--- config.mk ---
export PLATFORM = sky130hd
export DESIGN_NAME = shift_ctrl
export DESIGN_NICKNAME = d
export VERILOG_FILES = /design/src/rtl/shift_ctrl_pkg.sv /design/src/rtl/shift_ctrl_shift_step.sv /design/src/rtl/shift_ctrl.sv
export SDC_FILE = /design/constraint.sdc
export NUM_CORES = 1
export LEC_CHECK = 0
export ABC_AREA = 0
export BUFFER_PORTS_ARGS = -buffer_cell sky130_fd_sc_hd__buf_4
export CAP_MARGIN = 15
export CORE_ASPECT_RATIO = 1.4
export CORE_MARGIN = 5
export CORE_UTILIZATION = 43
export CTS_BUF_LIST = sky130_fd_sc_hd__clkbuf_16
export CTS_CLUSTER_SIZE = 30
export DETAILED_ROUTE_END_ITERATION = 8
export PLACE_DENSITY = 0.74
export SYNTH_ARGS = -nofsm -noshare
export SYNTH_HDL_FRONTEND = slang
export SYNTH_SLANG_ARGS = --single-unit
--- constraint.sdc ---
create_clock -name clk -period 1.7 [get_ports clk]
set_input_delay 0.085 -clock clk [delete_from_list [all_inputs] [get_ports clk]]
set_output_delay 0.085 -clock clk [all_outputs]
set_load 0.005 [all_outputs]
--- src/rtl/shift_ctrl_pkg.sv ---
// shift_ctrl_pkg: shared FSM state type and shift-direction encodings
package shift_ctrl_pkg;
  typedef enum logic [1:0] {IDLE, SHIFT, DONE} state_t;
  localparam logic DIR_LEFT = 1'b0;
  localparam logic DIR_RIGHT = 1'b1;
endpackage

--- src/rtl/shift_ctrl_shift_step.sv ---
// shift_step: combinational one-position logical shift (in, dir -> out), zero fill
module shift_step
  import shift_ctrl_pkg::*;
#(
  parameter int W = 8
) (
  input  logic [W-1:0] in,
  input  logic         dir,
  output logic [W-1:0] out
);
  assign out = (dir == DIR_RIGHT) ? {1'b0, in[W-1:1]} : {in[W-2:0], 1'b0};
endmodule

--- src/rtl/shift_ctrl.sv ---
// shift_ctrl: round-robin controller sharing one shift stage among NREQ requesters (req_* in, rsp_* out, busy)
module shift_ctrl
  import shift_ctrl_pkg::*;
#(
  parameter int W    = 8,
  parameter int NREQ = 2,
  parameter int AW   = $clog2(W) + 1,
  parameter int IDW  = $clog2(NREQ)
) (
  input  logic             clk,
  input  logic             rst,
  input  logic [NREQ-1:0]  req_valid,
  output logic [NREQ-1:0]  req_ready,
  input  logic [NREQ*W-1:0]  req_data,
  input  logic [NREQ*AW-1:0] req_amt,
  input  logic [NREQ-1:0]  req_dir,
  output logic             rsp_valid,
  input  logic             rsp_ready,
  output logic [W-1:0]     rsp_data,
  output logic [IDW-1:0]   rsp_id,
  output logic             busy
);
  state_t state;
  logic [W-1:0] work, nxt;
  logic [AW-1:0] cnt, amt_g, amt_c;
  logic [IDW-1:0] ptr, id, g, c;
  logic dir, hit, acc;
  // First asserted valid at or after ptr+1, wrapping modulo NREQ
  always_comb begin
    g = '0;
    c = '0;
    hit = 1'b0;
    for (int k = 1; k <= NREQ; k++) begin
      c = IDW'((int'(ptr) + k) % NREQ);
      if (!hit && req_valid[c]) begin
        hit = 1'b1;
        g = c;
      end
    end
  end
  assign req_ready = (!rst && state == IDLE && hit) ? NREQ'(1) << g : '0;
  assign acc = |(req_valid & req_ready);
  assign amt_g = req_amt[g*AW +: AW];
  assign amt_c = (amt_g > AW'(W)) ? AW'(W) : amt_g;
  shift_step #(.W(W)) u_step (.in(work), .dir(dir), .out(nxt));
  always_ff @(posedge clk or posedge rst) begin
    if (rst) begin
      state <= IDLE;
      work <= '0;
      cnt <= '0;
      dir <= DIR_LEFT;
      id <= '0;
      ptr <= IDW'(NREQ - 1);
    end else begin
      case (state)
        IDLE: if (acc) begin
          work <= req_data[g*W +: W];
          cnt <= amt_c;
          dir <= req_dir[g];
          id <= g;
          ptr <= g;
          state <= (amt_c != '0) ? SHIFT : DONE;
        end
        SHIFT: begin
          work <= nxt;
          cnt <= cnt - AW'(1);
          state <= (cnt == AW'(1)) ? DONE : SHIFT;
        end
        DONE: state <= rsp_ready ? IDLE : DONE;
        default: state <= IDLE;
      endcase
    end
  end
  assign rsp_valid = (state == DONE);
  assign rsp_data = work;
  assign rsp_id = id;
  assign busy = (state != IDLE);
endmodule

==> results of run 1 <==
## final timing paths
kind	cells past startpoint	slack, ns	to	from
min	3	0.14	dir	req_dir[0]
max in group asynchronous	3	0.79	rsp_data[4]	rst
max reg2reg	3	0.07	cnt[3]	cnt[1]
max	3	0.07	cnt[3]	cnt[1]
min reg2reg	1	0.48	rsp_id	rsp_id
min in group asynchronous	3	0.50	cnt[3]	rst
## cell usage in the layout, fill, tap and decap left out
master         synthesis  final
clkinvlp_4             0      1
or3b_1                 1      1
ha_1                   2      2
a2111o_1               1      1
o21bai_1               1      1
a311oi_1               1      1
a21o_1                 2      2
a221o_1               10     10
nor4_1                 2      2
o21ai_0                2      2
buf_4                  0     47
o21ba_2                1      1
inv_1                  4      4
nor3_1                 2      2
or3_4                  0      2
nand2b_1               3      3
o221ai_1               1      1
nor2_1                10     10
o31ai_1                1      1
mux2i_1                9      9
nand3b_1               1      1
dfrtp_1               16     16
o22ai_1                1      1
mux2_2                10     10
a221o_2                1      1
a21boi_4               0      1
nor3b_1                2      2
a221oi_1               1      1
dfstp_2                1      1
clkbuf_16              0      3
dlygate4sd3_1          0      1
and3_1                 3      3
nor2b_1                6      6
nand2_1                1      1
## area by class of cell
| cell class | instances | share of cell area, % |
|---|---|---|
| clock buffer | 3 | 4.77 |
| clock inverter | 1 | 0.477 |
| tap | 34 | 2.70 |
| inverter | 4 | 0.954 |
| timing repair buffer | 48 | 23.1 |
| sequential | 17 | 27.1 |
| multi-input combinational | 78 | 40.9 |
## routing by layer
layer,vias up,track usage [%],wire length [um]
met2,25,28.7,1510
met3,4,3.19,130
li1,495,-,-
met5,-,0,0
met1,507,19.4,1210
met4,0,6.82,55
## what timing repair did
| action | CTS | global route |
|---|---|---|
| endpoints found under the hold margin | 16 | 0 |
| gates resized for setup | 1 | 2 |
| hold buffers | 1 | 0 |
| pin swaps | 0 | 1 |
| setup endpoints to repair | 10 | 3 |
## metrics by stage
step / area, um2 / instances
finish: 1570 / 185
global route: 1570 / 185
global placement: 1460 / 180
detailed placement: 1460 / 180
floorplan: 1110 / 104
CTS: 1560 / 185
## cells by family (layout without fill, tap and decap cells)
logic type / count (synthesis) / count (layout) / share of synthesized area (%)
AOI/OAI and AO/OA: 24 / 24 / 19.5
adders and majority gates: 2 / 2 / 2.26
buffers and inverters: 9 / 56 / 4.86
DFF: 17 / 17 / 38.5
muxes: 19 / 19 / 18.3
and+or+nand+nor: 33 / 33 / 16.5
## tightest hold or removal path: stages
cell	delay [ns]
buf_4	0.08
mux2i_1	0.05
o21ai_0	0.14
## state kept, by name (all words and copies together) (netlist names)
signal    cells
dir           1
rsp_id        1
ptr           1
cnt           4
rsp_data      8
state         2
## power groups by stage
stage               Combinational [uW]  Sequential, uW  Clock [uW]
floorplan                          781             758           0
global placement                  1110             816           0
detailed placement                1140             822           0
CTS                               1160             821         485
global route                      1290             853         507
finish                            1170             828         479
==> qor.yml, run 1 <==
critical_path_buf_inv_count: 0
seq_area_um2: 427
grt_max_degree: 18
path_delay_family: "compound AO/OA/AOI/OAI gates"
global_route.usage.total_pct: 16.7
io_pins: 44
clock-root-buffer: "clkbuf_16"
postCtsSetupRepairBufs: 0
arrival_ns: 1.76
rsz0062_at_grt: "no"
hold_viol: 0
hpwl_um: 2220
drc: 0
vias_per_cell: 5.57
worstSetupStartpointType: "flop"
fp.coreArea_um2: 2440
pre_cts_ws_ns: -0.110
post-synth-top-area-fraction_pct: 36.2
min_period_ns: 1.63
slew_viol_final: 0
cp.required_ns: 1.83
synth.distinct_cells: 34
hp-class: "input pin to flop"
row_count: 21
post_drt_wl_per_cell_um: 15.7
synth_area_um2: 1110
floorplan.initialDensity_pct: 45.3
netlist_instances: 104
drt-pass1-iter-count: 4
syn-mean-instance-area_um2: 10.6
antenna_found_initial: 0
max_cap_viol_count: 0
slowest_stage: "dfrtp_1"
relSlewSlack_pct: 57.2
synth-seq-area-share_pct: 38.5
clkTransAtPathRegs_ns: 0.05
max-clock-path-buffers: 2
switching_share_pct: 36.1
port_buffers: 43
cpPeakStageDelay_ns: 0.40
clkPwrFrac_pct: 19.3
finalWorstSetupSlack_ns: 0.0694
path_max_fanout: 3
die_h_um: 70.0
leakagePower_uw: 0.000762
synth_most_common_cell: "dfrtp_1"
grt_pass1_wl_um: 4640
critPathCaptureType: "flop"
pwr-share-seq_pct: 33.5
cts_tree: "yes"
wirelength_um: 2910
yosys.area.top_type: "dfrtp_1"
fillCellCount: 214
routabilityCongestion: 0.804
finish.utilization_pct: 64.4
die_w_um: 52.9
fin_setup_tns_ns: 0
ant_nets: 0
synth-edff-count: 0
cts_sinks: 17
vias: 1031
crit_type: "flop to flop"
ys_ff_latch: 17
vdd_drop_max_uv: 912
total_power_uw: 2470
tightest_slew_ns: 0.641
nNetsFinal: 185
antenna_cells: 0
power_density_nw_per_um2: 1570
multiInputGateArea_um2: 644
synthTopCellsByArea: "dfrtp_1 (36%), mux2_2 (10%), a221o_1 (9.0%)"
period_share_pct: 95.9
area_growth_pct: 42.1
internal-power_uw: 1580
finalClockSkew_ns: 0.00216
die_area_um2: 3700
htreeDepth: 1
synth_warnings: 0
status: "finished, final reports clean"
grt_overflow: 0
numCtsBuffers: 3
clock_latency_ns: 0.25
synthTopCellsByCount: "dfrtp_1 (16), a221o_1 (10), mux2_2 (10), nor2_1 (10), mux2i_1 (9)"
async_flop_share_pct: 100
fmax_mhz: 613
path_cells: "or3_4, a2111o_1, a221o_1"
drtIter0Drc: 33
p_sw_uw: 892
syn-num-nets: 137
setup_viol: 0
p_comb_share_pct: 47.2
hold_slack_ns: 0.137
grt_pass1_vias: 1030
layout-drive-gt1-share_pct: 44.4
ys.flop_type: "dfrtp_1"
Power figures use the tool's default switching activity.
==> run 2: changes to the inputs <==
CORE_UTILIZATION = 47   (was 43)
PLACE_DENSITY = 0.77   (was 0.74)
clock period = 1.8 ns   (was 1.7 ns; I/O delays follow)
==> qor.yml, run 2 (synthesized netlist as in run 1, its figures left out) <==
grt_max_degree: 18  # unchanged
die_w_um: 51.0  # -3.5%
clkTransAtPathRegs_ns: 0.05  # about the same
path_delay_family: "buffers and inverters"
path_max_fanout: 9  # +6
antenna_cells: 0  # unchanged
hold_slack_ns: 0.147  # +0.00996 ns
met2_usage_pct: 31.1  # +2.4 points
io_pins: 44  # unchanged
grt_use_met3_pct: 1.99  # -1.2 points
post_drt_wl_per_cell_um: 16.4  # +4.4%
cpPeakStageDelay_ns: 0.54  # +0.14 ns
arrival_ns: 1.83  # +0.07 ns
fin_setup_tns_ns: 0  # unchanged
row_count: 20  # -4.8%
final_cell_mix: "buf_4 (46), dfrtp_1 (16), nor2_1 (10), mux2_2 (10), a221o_1 (10)"
r2r-end: "cnt[3]"
leakagePower_uw: 0.000761  # about the same
cts_sinks: 17  # unchanged
wirelength_um: 2830  # -2.9%
worstSetupStartpointType: "input pin"
area_growth_pct: 38.9
port_buffers: 43  # unchanged
hold_path_depth: 3  # unchanged
seq_area_um2: 427  # unchanged
slowest_stage: "dlygate4sd3_1"
vias: 1030  # -0.097%
cp.required_ns: 1.93  # +0.10 ns
die_h_um: 67.4  # -3.7%
hp-class: "input pin to flop"
grt-busiest-layer: "met2"
critPathCaptureType: "flop"
reg2reg_depth: 3  # unchanged
crit_type: "input pin to flop"
hold_start: "req_dir[0]"
finalClockSkew_ns: 0.00116  # -0.00100 ns
stdcell_count: 172  # -7.0%
r2r_setup_slack_ns: 0.1  # +0.03 ns
cts_tree: "yes"
placed_area_um2: 1440  # -1.5%
vias_per_cell: 5.99  # +7.5%
setup_viol: 0  # unchanged
clock_latency_ns: 0.24  # about the same
drtIter0Drc: 43  # +30%
nNetsFinal: 184  # -0.54%
hold_path_end: "dir"
fp.coreArea_um2: 2230  # -8.9%
critical_path_buf_inv_count: 2  # +2
postCtsSetupRepairBufs: 0  # unchanged
grt_pass1_wl_um: 4600  # -0.73%
hold_viol: 0  # unchanged
global_route.usage.total_pct: 17.5  # +0.85 points
multiInputGateArea_um2: 634  # -1.6%
drc: 0  # unchanged
status: "finished, final reports clean"
fillCellCount: 178  # -17%
relSlewSlack_pct: 56.0  # -1.2 points
die_area_um2: 3440  # -7.1%
grt_pass1_vias: 1053  # +2.2%
period_share_pct: 94.6
layout-drive-gt1-share_pct: 42.0  # -2.4 points
grt.met1_usage_pct: 20.2  # +0.76 points
min_period_ns: 1.70
dp.cells: 167  # -7.2%
final_area_um2: 1540  # -2.3%
vdd_drop_max_uv: 806  # -12%
ant_nets: 0  # unchanged
grt_overflow: 0  # unchanged
hpwl_um: 2200  # -1.1%
power_density_nw_per_um2: 1480  # -5.9%
rsz0062_at_grt: "no"
antenna_found_initial: 0  # unchanged
numCtsBuffers: 3  # unchanged
fmax_mhz: 587
htreeDepth: 1  # unchanged
clock-root-buffer: "clkbuf_16"
floorplan.initialDensity_pct: 49.7  # +4.4 points
max_cap_viol_count: 0  # unchanged
routabilityCongestion: 0.802  # -0.30%
drt-pass1-iter-count: 4  # unchanged
slew_viol_final: 0  # unchanged
final_common_cell: "buf_4"
tightest_slew_ns: 0.659  # +0.0185 ns
path_cells: "dlygate4sd3_1, buf_4, nor2b_1, or3_1, a221o_2"
r2r_start: "cnt[0]"
largest_register_ffs: 8  # unchanged
max-clock-path-buffers: 2  # unchanged
==> run 2: changes by cell type in the layout (fill, tap and decap cells not counted), sizes merged <==
| cell | delta |
|---|---|
| clkinvlp | -1 |
| buf | -1 |
| inv | +1 |
==> run 2: final cells by class <==
type,count,share of cell area [%]
well taps,22,1.79
flip-flops and latches,17,27.7
clock inverters,1,0.244
repair buffers,47,23.1
clock buffers,3,4.88
inverters,4,0.976
multi-input cells,78,41.3
==> run 2: how the worst max path moves through the flow <==
stage | slack (ns) | cells after the start | to | startpoint
after global placement | 0.01 | 3 | state[1] | ptr
after global routing | 0.06 | 3 | cnt[3] | cnt[0]
after floorplan | 0.17 | 3 | cnt[3] | cnt[0]
after CTS | 0.11 | 5 | cnt[0] | rst
final | 0.1 | 5 | cnt[0] | rst
after detailed placement | -0.05 | 3 | state[1] | ptr
==> run 2: worst reg2reg max path: stages (launching register included) <==
cell and delay [ns]:
dfrtp_1 0.38, or3_1 0.41, a2111o_1 0.43, a221o_1 0.36
==> run 2: power by group <==
part	leakage, uW	switching (uW)	internal, uW
Sequential	0.000211	204	575
Combinational	0.000508	469	593
Clock	0.0000423	138	295
==> run 2: repair_timing <==
action / 4_1_cts / 5_1_grt
endpoints found under the hold margin: 16 / 0
hold buffers: 1 / 0
gates resized for setup: 1 / 0
endpoints found under the setup margin: 10 / 0
==> run 2: metrics by stage <==
step,util (%),total power (uW),setup WS [ns]
final,69.0,2270,0.0972
after global routing,69.0,2440,0.0588
after CTS,69.0,2280,0.105
after detailed placement,64.7,1830,-0.0465
after global placement,64.7,1810,0.0111
after floorplan,-,1450,0.172
==> run 2: layer usage <==
layer  vias up  routed length [um]
met2        45                1460
met3         4                 164
li1        489                   -
met4         0                  37
met1       492                1160
met5         -                   0
